<file path="config.mk">
export PLATFORM = sky130hd
export DESIGN_NAME = priority_code_player
export DESIGN_NICKNAME = d
export VERILOG_FILES = /design/src/rtl/priority_code_player.sv
export SDC_FILE = /design/constraint.sdc
export NUM_CORES = 1
export LEC_CHECK = 0
export BUFFER_PORTS_ARGS = -buffer_cell sky130_fd_sc_hd__buf_2
export CAP_MARGIN = 20
export CELL_PAD_IN_SITES_DETAIL_PLACEMENT = 1
export CELL_PAD_IN_SITES_GLOBAL_PLACEMENT = 2
export CORE_UTILIZATION = 36
export CTS_BUF_LIST = sky130_fd_sc_hd__clkbuf_16
export CTS_CLUSTER_DIAMETER = 150
export CTS_CLUSTER_SIZE = 40
export DETAILED_ROUTE_END_ITERATION = 10
export PLACE_DENSITY = 0.8
export SYNTH_ARGS = -nofsm -noshare
export SYNTH_HDL_FRONTEND = slang
export SYNTH_SLANG_ARGS = --single-unit
</file>
<file path="constraint.sdc">
create_clock -name clk -period 2.9 [get_ports clk]
set_input_delay 0.58 -clock clk [delete_from_list [all_inputs] [get_ports clk]]
set_output_delay 0.58 -clock clk [all_outputs]
set_load 0.03 [all_outputs]
</file>
<file path="src/rtl/priority_code_player.sv">
// Priority code player: buffers 3-bit codes in a small FIFO and shows each one
// as a one-hot line plus 7-segment digit for HOLD cycles, then blanks for GAP cycles.
module priority_code_player #(
   parameter int DEPTH = 4,
   parameter int HOLD  = 8,
   parameter int GAP   = 2
) (
   input  logic                     clk,
   input  logic                     rst,
   input  logic                     ena,
   input  logic [2:0]               code_in,
   input  logic                     code_valid,
   output logic                     code_ready,
   output logic [7:0]               onehot_out,
   output logic [6:0]               seg_out,
   output logic [$clog2(DEPTH):0]   fifo_level,
   output logic                     busy
);

   localparam int AW   = $clog2(DEPTH);
   localparam int CMAX = (HOLD > GAP) ? HOLD : GAP;
   localparam int CW   = $clog2(CMAX + 1);

   localparam logic [AW:0]   LVL_FULL = (AW + 1)'(DEPTH);
   localparam logic [CW-1:0] HOLD_M1  = CW'(HOLD - 1);
   localparam logic [CW-1:0] GAP_M1   = CW'(GAP - 1);

   typedef enum logic [1:0] {
      ST_IDLE,
      ST_SHOW,
      ST_GAP
   } state_t;

   state_t          state, next_state;
   logic [CW-1:0]   cnt, next_cnt;
   logic [2:0]      cur_code, next_code;
   logic [2:0]      mem [DEPTH];
   logic [AW-1:0]   wr_ptr, rd_ptr;
   logic            push, pop;

   // Full blocks pushes even when a pop lands on the same edge.
   assign code_ready = !rst && (fifo_level < LVL_FULL);
   assign push       = code_valid && code_ready;
   assign busy       = (state != ST_IDLE) || (fifo_level != '0);

   always_ff @(posedge clk) begin
      if (push) begin
         mem[wr_ptr] <= code_in;
      end
   end

   always_ff @(posedge clk or posedge rst) begin
      if (rst) begin
         wr_ptr     <= '0;
         rd_ptr     <= '0;
         fifo_level <= '0;
      end else begin
         if (push) wr_ptr <= wr_ptr + 1'b1;
         if (pop)  rd_ptr <= rd_ptr + 1'b1;
         case ({push, pop})
            2'b10:   fifo_level <= fifo_level + 1'b1;
            2'b01:   fifo_level <= fifo_level - 1'b1;
            default: fifo_level <= fifo_level;
         endcase
      end
   end

   always_ff @(posedge clk or posedge rst) begin
      if (rst) begin
         state    <= ST_IDLE;
         cnt      <= '0;
         cur_code <= '0;
      end else begin
         state    <= next_state;
         cnt      <= next_cnt;
         cur_code <= next_code;
      end
   end

   // With ena low nothing advances and no pop is issued.
   always_comb begin
      next_state = state;
      next_cnt   = cnt;
      next_code  = cur_code;
      pop        = 1'b0;
      if (ena) begin
         case (state)
            ST_IDLE: begin
               if (fifo_level != '0) begin
                  pop        = 1'b1;
                  next_code  = mem[rd_ptr];
                  next_cnt   = HOLD_M1;
                  next_state = ST_SHOW;
               end
            end
            ST_SHOW: begin
               if (cnt == '0) begin
                  next_cnt   = GAP_M1;
                  next_state = ST_GAP;
               end else begin
                  next_cnt = cnt - 1'b1;
               end
            end
            ST_GAP: begin
               if (cnt == '0) begin
                  if (fifo_level != '0) begin
                     pop        = 1'b1;
                     next_code  = mem[rd_ptr];
                     next_cnt   = HOLD_M1;
                     next_state = ST_SHOW;
                  end else begin
                     next_state = ST_IDLE;
                  end
               end else begin
                  next_cnt = cnt - 1'b1;
               end
            end
            default: next_state = ST_IDLE;
         endcase
      end
   end

   always_comb begin
      onehot_out = '0;
      seg_out    = '0;
      if (state == ST_SHOW) begin
         onehot_out = 8'b1 << cur_code;
         case (cur_code)
            3'd0:    seg_out = 7'h3F;
            3'd1:    seg_out = 7'h06;
            3'd2:    seg_out = 7'h5B;
            3'd3:    seg_out = 7'h4F;
            3'd4:    seg_out = 7'h66;
            3'd5:    seg_out = 7'h6D;
            3'd6:    seg_out = 7'h7D;
            default: seg_out = 7'h07;
         endcase
      end
   end

endmodule

</file>
==> results by group, run 1 <==
Synth
  • EDFF count, synth: 12
  • Yosys cell types: 42
  • YS warnings: 0
  • Seq/Total Area, Yosys: between 40% and 50%
  • Dominant synthesized flop cell: dfrtp_1
  • Mapped Area: 0.001603 sq mm
  • Ys async rst share: 57.14%
  • FF+latch count, synth: 28
  • Syn Area/Cell: 11.13 sq um
  • Post-Syn Nets: 162
  • Syn Inst Count: 144

Drt
  • Routed vias: 1172
  • DR WL/cell: ~15 um
  • DR DRC count: 0
  • Drt pass-1 iters: 4
  • Number of vias per cell: 5.352
  • Total length of routed wires: 3323 um
  • Routed Antenna Nets: 0
  • DR iter-0 viols: 32

Timing
  • Clk_skew: 1.934 ps
  • F_max: 400.8 MHz
  • Max-slew violation count: 0
  • RSZ-0062 raised after global routing: no
  • Fin. Hold Viols: 0
  • Setup TNS: 0 ps
  • Slew @ Worst Pin: 640.0 ps
  • Worst hold slack: ~400 ps
  • Final worst-path cycle share: 86.04%
  • Post-route minimum period: 2495 ps
  • Setup-failing EPs final: 0
  • Slew headroom: between 50% and 60%

Global route
  • Largest net degree at the start of global routing: 17
  • Initial antenna violation count: 0
  • GRT Overall Usage: about 16%
  • Gr ovfl total: 0
  • Number of global-route vias before repair: 1173
  • First-pass GRT wire length: 5326 um

Clocking
  • CTS Buf Count: 3
  • CTS tree: done
  • Sink Count: 28
  • # hold bufs at CTS: 0
  • Worst skew pair latency: 260 ps
  • CTS root buf: clkbuf_16
  • Clk slew on worst S/H paths: about 70 ps
  • Post-CTS setup buffers: 0
  • CTS Buffer Depth: 2
  • Post-cts sizing count: 0
  • H-tree Lvls: 1

Floorplan
  • IO Pins: 27
  • Initial core utilization: 38.68%
  • Die Wd: 68.73 um
  • Core Box Area: 0.004144 sq mm
  • Standard-cell row count: 23
  • DIE AREA: 0.004723 sq mm
  • Die span in y: 68.73 um

Finish
  • Non-filler cells, final: 219
  • Layout net count: 188
  • Finished Cell Area: 0.001882 sq mm
  • Share of cells above drive strength 1: 24.85%
  • Antenna cells: 0
  • Layout area overhead: 17.41%

Power
  • Clock share of power: a little under a fifth
  • PD cells: 1175 mW/mm^2
  • Power Internal: about 1.3 mW
  • Worst IR Drop VDD: approximately 0.39 mV
  • Seq pwr share: 33.2%
  • Static leakage: approximately 0.84 nW
  • Sw frac: 43.46%
  • Combinational share of power: 48.3%
  • Sw Pwr: roughly 960 uW

Placement
  • Dpl cells: between 200 and 250
  • Number of I/O port buffers: 26
  • Final GP Congestion: 0.8418
  • Hpwl dp: 2545 um
  • Placed inst area: 0.001777 sq mm

Setup path
  • Crit start category: flop
  • WP data arrival: 2690 ps
  • Max FO, Critical Path: 7
  • Worst setup path category: flop to flop
  • CP Capture Type: flop
  • Critical path required time: 3090 ps

Outcome
  • Status: completed

Min path
  • Worst Hold Class: input port to async pin

Run
  • Max Cap Viol: 0
power by group through the flow:
stage	Sequential, mW	Combinational, mW	Clock, mW
2_1_floorplan	0.682	0.857	0
3_3_place_gp	0.725	1.04	0
3_5_place_dp	0.744	1.07	0
4_1_cts	0.739	1.08	0.415
5_1_grt	0.765	1.18	0.430
6_report	0.735	1.07	0.409
through the flow:
step | utilization [%] | power, mW | setup slack, ps
after detailed placement | 42.87 | 1.816 | 410.1
after floorplan | - | 1.539 | 567.0
after CTS | 45.41 | 2.232 | 382.2
final | 45.41 | 2.212 | 404.8
after global routing | 45.41 | 2.375 | 196.0
after global placement | 42.87 | 1.764 | 566.3
worst paths after layout:
path | start | end | slack, ps | cells past startpoint
max | state[0] | fifo_level[2] | 400 | 10
min | rst | fifo_level[1] | 400 | 2
max reg2reg | state[0] | fifo_level[2] | 400 | 10
min reg2reg | state[0] | state[0] | 570 | 2
max in group asynchronous | rst | state[0] | 2090 | 2
min in group clk | code_in[1] | mem[1][1] | 530 | 1
layout by cell type, fill, tap and decap left out, types with 3 or more instances in the layout:
| master | synthesis | routed |
|---|---|---|
| a21oi_1 | 4 | 4 |
| and3_1 | 4 | 4 |
| buf_2 | 0 | 26 |
| clkbuf_16 | 0 | 3 |
| dfrtp_1 | 16 | 16 |
| edfxtp_1 | 12 | 12 |
| ha_1 | 10 | 10 |
| inv_1 | 13 | 13 |
| mux2_2 | 3 | 3 |
| mux4_2 | 3 | 3 |
| nand2_1 | 5 | 5 |
| nand2b_1 | 5 | 5 |
| nand3_1 | 4 | 4 |
| nor2_1 | 14 | 14 |
| nor3_1 | 4 | 4 |
| o21ai_0 | 4 | 4 |
| o31ai_1 | 4 | 4 |
| xnor2_1 | 4 | 4 |
| xor2_1 | 3 | 3 |
synthesized netlist by cell type (2+ instances only):
library cell,count,share of area (%)
nor3_1,4,1.2
ha_1,10,7.8
nor2_1,14,3.3
nand2b_1,5,2.0
edfxtp_1,12,22
and2_1,2,0.78
xnor2_1,4,2.2
o21a_1,2,0.94
xor2_1,3,1.6
a21oi_1,4,1.2
inv_1,13,3.0
nor2b_1,2,0.78
and3_1,4,1.6
o31ai_1,4,1.9
nand2_1,5,1.2
dfrtp_1,16,25
clkbuf_1,5,1.2
o21ai_0,4,1.2
mux2_2,3,2.1
nand3_1,4,1.2
mux4_2,3,4.2
worst max-delay path: stages, from the launching register on:
cell and delay (ps):
dfrtp_1 420, inv_1 120, ha_1 310, nand4bb_1 180, a21oi_1 320, ha_1 250
inv_1 60, fa_1 370, xor2_1 150, nor2_1 110, xor2_1 140
layout make-up:
type	count	area [sq um]
inverter	13	48.80
multi-input combinational	98	774.5
clock inverter	1	30.03
clock buffer	3	75.07
sequential	28	760.7
fill	448	2262
tap	50	62.56
timing repair buffer	26	130.1
sequential cells by signal, indices dropped and copies added, names as in the netlist:
signal and count:
state 2, wr_ptr 2, mem 12, fifo_level 3
cnt 4, cur_code 3, rd_ptr 2
per-layer routing:
metal  global-route usage, %  routed length, um  vias up
met4                   6.122                 50        0
met5                       0                  0        -
met1                   17.73               1480      571
met3                   2.632                138        4
li1                        -                  -      563
met2                   29.29               1654       34
kinds of logic after synthesis:
kind of cell	count (synthesis)	synth area share, %
compound gates	25	11.40
flops	28	47.46
simple gates	47	16.16
mux	8	7.884
fa+ha+maj	11	9.055
xor+xnor	7	3.825
buf+inv	18	4.216
(Power assumes the default switching activity.)
==> run 2, diff against run 1 <==
--- a/config.mk
+++ b/config.mk
@@ -9,12 +9,12 @@
 export CAP_MARGIN = 20
 export CELL_PAD_IN_SITES_DETAIL_PLACEMENT = 1
 export CELL_PAD_IN_SITES_GLOBAL_PLACEMENT = 2
-export CORE_UTILIZATION = 36
-export CTS_BUF_LIST = sky130_fd_sc_hd__clkbuf_16
+export CORE_UTILIZATION = 37
+export CTS_BUF_LIST = sky130_fd_sc_hd__clkbuf_8
 export CTS_CLUSTER_DIAMETER = 150
 export CTS_CLUSTER_SIZE = 40
 export DETAILED_ROUTE_END_ITERATION = 10
-export PLACE_DENSITY = 0.8
+export PLACE_DENSITY = 0.81
 export SYNTH_ARGS = -nofsm -noshare
 export SYNTH_HDL_FRONTEND = slang
 export SYNTH_SLANG_ARGS = --single-unit
==> run 2 against run 1 <==
  * Die area is 2.6% lower
  * Non-clock buffer count stayed put
  * Cell count stayed put
  * Maximum frequency is 1.5% lower
  * First-iteration DRC count is 16% lower
  * Critical path depth stayed put
  * Via count is 1.6% higher
  * Utilization is 0.19 points lower
  * Count of clock-buffer cells in the layout stayed put
  * Critical path type unchanged
==> results by group, run 2 (same netlist as run 1, synthesis figures left out) <==
Timing
  • Fin. Hold Viols: 0 (unchanged)
  • Post-route minimum period: 2534 ps (+38.47 ps)
  • F_max: 394.7 MHz (-1.5%)
  • Final worst-path cycle share: 87.37% (+1.3 points)
  • Setup TNS: 0 ps (unchanged)
  • Max-slew violation count: 0 (unchanged)
  • Setup-failing EPs final: 0 (unchanged)
  • Clk_skew: 10.74 ps (+8.801 ps)
  • Slew @ Worst Pin: 661.8 ps (+21.77 ps)
  • Slew headroom: 55.50% (-1.8 points)
  • RSZ-0062 raised after global routing: no

Setup path
  • Crit start category: flop
  • Critical path required time: 3100 ps (about the same)
  • Worst setup path category: flop to flop
  • WP buf/inv: 2 (unchanged)
  • CP startpoint: state[0]
  • Crit-path slowest cell: dfrtp_1
  • WP data arrival: 2730 ps (+40 ps)
  • Crit path max-delay family: adder cells
  • Max FO, Critical Path: 7 (unchanged)
  • CP Capture Type: flop
  • Chain of cells forming the critical path: inv_1 -> ha_1 -> nand4bb_1 -> a21oi_1 -> ha_1 -> inv_1 -> fa_1 -> xor2_1 -> nor2_1 -> xor2_1
  • RR Startpoint: state[0]
  • Max incr delay on CP: 430 ps (about the same)

Clocking
  • Clk slew on worst S/H paths: 100 ps (+30 ps)
  • # hold bufs at CTS: 0 (unchanged)
  • CTS root buf: clkbuf_8
  • CTS Buffer Depth: 2 (unchanged)
  • Sink Count: 28 (unchanged)
  • H-tree Lvls: 1 (unchanged)
  • Post-cts sizing count: 0 (unchanged)
  • Post-CTS setup buffers: 0 (unchanged)
  • CTS tree: done
  • CTS Buf Count: 3 (unchanged)
  • Worst skew pair latency: 280 ps (+20 ps)

Finish
  • Antenna cells: 0 (unchanged)
  • Layout net count: 188 (unchanged)
  • Non-filler cells, final: 219 (unchanged)
  • Biggest regs: mem (12), cnt (4)
  • Most common cell after layout, fill and taps aside: buf_2
  • Layout area overhead: 15.30%
  • Commonest cells after routing, fill and taps aside: buf_2, dfrtp_1, nor2_1, inv_1, edfxtp_1
  • Finished Cell Area: 0.001848 sq mm (-1.8%)
  • Register bank with the most flops: mem
  • Share of cells above drive strength 1: 24.85% (unchanged)
  • Number of flip-flops in the largest register: 12 (unchanged)

Global route
  • Number of global-route vias before repair: 1238 (+5.5%)
  • First-pass GRT wire length: 5830 um (+9.5%)
  • Largest net degree at the start of global routing: 17 (unchanged)
  • Initial antenna violation count: 0 (unchanged)
  • GRT Overall Usage: 17.10% (+1.4 points)
  • Gr ovfl total: 0 (unchanged)

Min path
  • Worst Hold Class: input port to async pin

Outcome
  • Status: completed

Drt
  • Routed vias: 1191 (+1.6%)
  • Drt pass-1 iters: 4 (unchanged)
  • DR DRC count: 0 (unchanged)
  • DR WL/cell: 15.78 um (+4.0%)
  • Total length of routed wires: 3456 um (+4.0%)
  • Routed Antenna Nets: 0 (unchanged)
  • DR iter-0 viols: 27 (-16%)
  • Number of vias per cell: 5.438 (+1.6%)

Floorplan
  • DIE AREA: 0.004599 sq mm (-2.6%)
  • Die span in y: 67.82 um (-1.3%)
  • Core Box Area: 0.004086 sq mm (-1.4%)
  • Standard-cell row count: 23 (unchanged)
  • Initial core utilization: 39.22% (+0.54 points)
  • IO Pins: 27 (unchanged)
  • Die Wd: 67.82 um (-1.3%)

Power
  • PD cells: 1143 mW/mm^2 (-2.8%)
  • Combinational share of power: 50.9% (+2.6 points)
  • Power Internal: 1.160 mW (-7.3%)
  • Seq pwr share: 34.7% (+1.5 points)
  • Sw frac: 45.09% (+1.6 points)
  • Clock share of power: 14.3% (-4.2 points)
  • Static leakage: 0.8293 nW (-1.8%)
  • Sw Pwr: 952.1 uW (-0.95%)
  • Worst IR Drop VDD: 0.4814 mV (+25%)

Placement
  • Dpl cells: 215 (unchanged)
  • Number of I/O port buffers: 26 (unchanged)
  • Final GP Congestion: 0.8275 (-1.7%)
  • Hpwl dp: 2749 um (+8.0%)
  • Placed inst area: 0.001777 sq mm (unchanged)

Run
  • Max Cap Viol: 0 (unchanged)
## run 2: changes by cell type in the layout (fill, tap and decap cells not counted)
cell       delta
clkbuf_8      +3
clkbuf_16     -3
## run 2: per-layer routing
| metal | up-vias | GRT usage [%] | share of wire, % |
|---|---|---|---|
| met4 | 0 | 7.031 | 1.4 |
| li1 | 561 | - | - |
| met2 | 33 | 31.56 | 53 |
| met1 | 593 | 20.08 | 42 |
| met5 | - | 0 | 0 |
| met3 | 4 | 1.667 | 3.8 |
## run 2: worst register-to-register path, stage by stage (launching register included)
cell	delay, ps
dfrtp_1	430
inv_1	100
ha_1	330
nand4bb_1	200
a21oi_1	320
ha_1	250
inv_1	60
fa_1	370
xor2_1	150
nor2_1	110
xor2_1	150
## run 2: path summary, 6_finish.rpt
check / end / slack (ps) / depth (start not counted)
max: fifo_level[2] / 370 / 10
min: fifo_level[1] / 380 / 2
max reg2reg: fifo_level[2] / 370 / 10
min reg2reg: rd_ptr[1] / 570 / 1
max in group asynchronous: cur_code[0] / 2110 / 2
min in group clk: mem[1][0] / 520 / 1
## run 2: final cells by class
type	count	area (sq um)
clock buffers	3	41.29
clock inverters	1	30.03
fillers	472	2238
inverters	13	48.80
multi-input cells	98	774.5
flip-flops and latches	28	760.7
well taps	50	62.56
repair buffers	26	130.1
## run 2: per-stage QoR
stage | hold WS (ps) | utilization (%) | setup slack [ps] | power (mW)
global placement | 517.2 | 43.48 | 557.5 | 1.762
finish | 378.2 | 45.22 | 366.4 | 2.112
detailed placement | 572.1 | 43.48 | 440.6 | 1.833
global route | 429.4 | 45.22 | 131.7 | 2.288
CTS | 401.2 | 45.22 | 328.7 | 2.139
floorplan | 493.7 | - | 567.0 | 1.539
## run 2: power groups by stage
stage	Sequential [mW]	Combinational (mW)	Clock (mW)
2_1_floorplan	0.682	0.857	0
3_3_place_gp	0.723	1.04	0
3_5_place_dp	0.747	1.09	0
4_1_cts	0.738	1.09	0.309
5_1_grt	0.767	1.20	0.321
6_report	0.733	1.08	0.303
==> run 3, diff against run 2 <==
--- a/config.mk
+++ b/config.mk
@@ -9,12 +9,12 @@
 export CAP_MARGIN = 20
 export CELL_PAD_IN_SITES_DETAIL_PLACEMENT = 1
 export CELL_PAD_IN_SITES_GLOBAL_PLACEMENT = 2
-export CORE_UTILIZATION = 37
+export CORE_UTILIZATION = 34
 export CTS_BUF_LIST = sky130_fd_sc_hd__clkbuf_8
 export CTS_CLUSTER_DIAMETER = 150
 export CTS_CLUSTER_SIZE = 40
 export DETAILED_ROUTE_END_ITERATION = 10
-export PLACE_DENSITY = 0.81
+export PLACE_DENSITY = 0.79
 export SYNTH_ARGS = -nofsm -noshare
 export SYNTH_HDL_FRONTEND = slang
 export SYNTH_SLANG_ARGS = --single-unit
==> constraint.sdc (replaced) <==
create_clock -name clk -period 2.09 [get_ports clk]
set_input_delay 0.418 -clock clk [delete_from_list [all_inputs] [get_ports clk]]
set_output_delay 0.418 -clock clk [all_outputs]
set_load 0.03 [all_outputs]
==> run 3 against run 2 <==
  * Sequential power grew 30%
  * Total power grew 60%
  * Count of clock-buffer cells in the layout is the same
  * Die area grew 8.6%
  * Routed wire length grew 9.9%
  * The flow now finishes with violations (design-rule violations, negative setup slack)
  * Design area grew 14%
  * First-iteration DRC count grew 70%
  * Critical endpoint is now busy
==> results by group, run 3 (same netlist as run 1, synthesis figures left out) <==
Outcome
  • Status: complete, but fails checks
  • Violations in the final reports: design-rule violations, negative setup slack

Finish
  • Area of the multi-input gates: 884.6 sq um (+14%)
  • Register bank with the most flops: mem
  • Non-filler cells, final: 238 (+8.7%)
  • FILL cells: 505 (+7.0%)
  • Antenna cells: 0 (unchanged)
  • Layout area overhead: 31.23%
  • Most common cell after layout, fill and taps aside: buf_2
  • Number of flip-flops in the largest register: 12 (unchanged)
  • Reg area: 762.0 sq um (+0.16%)
  • Finished Cell Area: 0.002103 sq mm (+14%)
  • Layout Utilization: 47.33% (+2.1 points)
  • Layout net count: 205 (+9.0%)
  • Commonest cells after routing, fill and taps aside: buf_2, buf_4, dfrtp_1, nor2_1, edfxtp_1
  • Biggest regs: mem (12), cnt (4)
  • Share of cells above drive strength 1: 41.40% (+17 points)

Placement
  • Final GP Congestion: 0.8072 (-2.5%)
  • Hpwl dp: 2862 um (+4.1%)
  • Number of I/O port buffers: 26 (unchanged)
  • Placed inst area: 0.001881 sq mm (+5.8%)
  • Dpl cells: 228 (+6.0%)

Global route
  • Largest net degree at the start of global routing: 17 (unchanged)
  • Number of global-route vias before repair: 1293 (+4.4%)
  • GRT Overall Usage: 15.15% (-2.0 points)
  • Initial antenna violation count: 0 (unchanged)
  • First-pass GRT wire length: 5975 um (+2.5%)
  • Gr ovfl total: 0 (unchanged)

Setup path
  • RR Startpoint: state[0]
  • CP startpoint: state[1]
  • CP Capture Type: output pin
  • Critical path required time: 1670 ps (-1430 ps)
  • WP data arrival: 1770 ps (-960 ps)
  • Worst setup path category: flop to output pin
  • Max incr delay on CP: 480 ps (+50 ps)
  • Chain of cells forming the critical path: inv_2 -> ha_2 -> buf_4 -> or4b_4 -> buf_6
  • Max FO, Critical Path: 4 (-3)
  • Crit-path slowest cell: or4b_4
  • Reg2Reg Depth: 10 (unchanged)
  • CP endpoint: busy
  • Reg2Reg Setup Slack: -30 ps (-400 ps)
  • Crit start category: flop
  • Reg-to-reg endpoint: fifo_level[2]

Clocking
  • Sink Count: 28 (unchanged)
  • CTS tree: done
  • CTS root buf: clkbuf_8
  • Worst skew pair latency: 270 ps (about the same)
  • Clk slew on worst S/H paths: 100 ps (about the same)
  • CTS Buffer Depth: 2 (unchanged)
  • CTS Buf Count: 3 (unchanged)
  • H-tree Lvls: 1 (unchanged)

Timing
  • Final worst-path cycle share: 104.5%
  • Setup-failing EPs final: 2 (+2)
  • Fin. Hold Viols: 0 (unchanged)
  • Setup TNS: -126.4 ps (-126.4 ps)
  • Max-slew violation count: 0 (unchanged)
  • RSZ-0062 raised after global routing: yes
  • Slew @ Worst Pin: 678.7 ps (+16.88 ps)
  • F_max: 457.8 MHz
  • Clk_skew: 4.150 ps (-6.586 ps)
  • Slew headroom: 54.71% (-0.80 points)
  • Setup ws final: -94.35 ps (-460.7 ps)
  • Post-route minimum period: around 2200 ps

Floorplan
  • Standard-cell row count: 24 (+4.3%)
  • Core Box Area: 0.004444 sq mm (+8.8%)
  • IO Pins: 27 (unchanged)
  • Initial core utilization: 36.06% (-3.2 points)
  • DIE AREA: 0.004993 sq mm (+8.6%)
  • Die Wd: 70.66 um (+4.2%)
  • Die span in y: 70.66 um (+4.2%)

Drt
  • Number of vias per cell: 5.151 (-5.3%)
  • Routed vias: 1226 (+2.9%)
  • DR DRC count: 6 (+6)
  • DR WL/cell: 15.95 um (+1.1%)
  • Routed Antenna Nets: 0 (unchanged)
  • Total length of routed wires: 3797 um (+9.9%)
  • DR iter-0 viols: 46 (+70%)
  • Drt pass-1 iters: 8 (+4)

Power
  • Static leakage: 0.9224 nW (+11%)
  • Worst IR Drop VDD: 0.7493 mV (+56%)
  • PD cells: 1602 mW/mm^2 (+40%)
  • Sw frac: 43.81% (-1.3 points)
  • Seq pwr share: 28.3% (-6.4 points)
  • Clock share of power: 12.5% (-1.8 points)
  • Power Internal: 1.893 mW (+63%)
  • Sw Pwr: 1.476 mW (+55%)
  • Combinational share of power: 59.2% (+8.3 points)

Min path
  • Worst Hold Class: input port to async pin

Run
  • Max Cap Viol: 0 (unchanged)
==> run 3: metrics by stage <==
stage,hold WS [ps],worst slack [ps],total power [mW]
3_3_place_gp,551.1,44.04,2.604
4_1_cts,272.4,-64.97,3.197
5_1_grt,320.0,-164.8,3.589
6_report,263.8,-94.35,3.369
2_1_floorplan,331.7,-17.63,2.157
3_5_place_dp,573.2,-103.0,2.702
==> run 3: per-layer routing <==
layer	GRT usage [%]	share of wire (%)
met1	18.44	43
met2	28.37	54
met3	1.567	2.7
met4	4.444	0.63
met5	0	0
==> run 3: worst max-delay path, delay by kind of cell, from the launching register on <==
| kind | cells | cell delay (ps) |
|---|---|---|
| simple gates | 1 | 480 |
| buf+inv | 3 | 360 |
| fa+ha+maj | 1 | 190 |
| flops | 1 | 460 |
==> run 3: power groups by stage <==
stage	Combinational (mW)	Sequential (mW)	Clock, mW
3_5_place_dp	1.74	0.957	0
4_1_cts	1.82	0.947	0.428
5_1_grt	2.16	0.983	0.449
2_1_floorplan	1.21	0.951	0
6_report	2.00	0.954	0.420
3_3_place_gp	1.66	0.941	0
==> run 3: how the worst min path moves through the flow <==
stage | end | slack (ps)
global route | fifo_level[0] | 320
finish | fifo_level[0] | 260
floorplan | cnt[0] | 330
global placement | wr_ptr[1] | 550
detailed placement | wr_ptr[1] | 570
CTS | fifo_level[1] | 270
==> run 3: what timing repair did <==
action,in CTS,in global routing
setup endpoints to repair,12,11
buffers inserted,3,3
gates resized for setup,8,16
hold buffers,0,0
pin swaps,3,6
gates cloned,0,0
==> run 3: area by class of cell <==
class,count,share of cell area [%]
inverter,13,2.320
multi-input combinational,98,42.06
clock buffer,3,1.963
timing repair buffer,43,12.91
tap,52,3.093
clock inverter,1,1.428
sequential,28,36.23
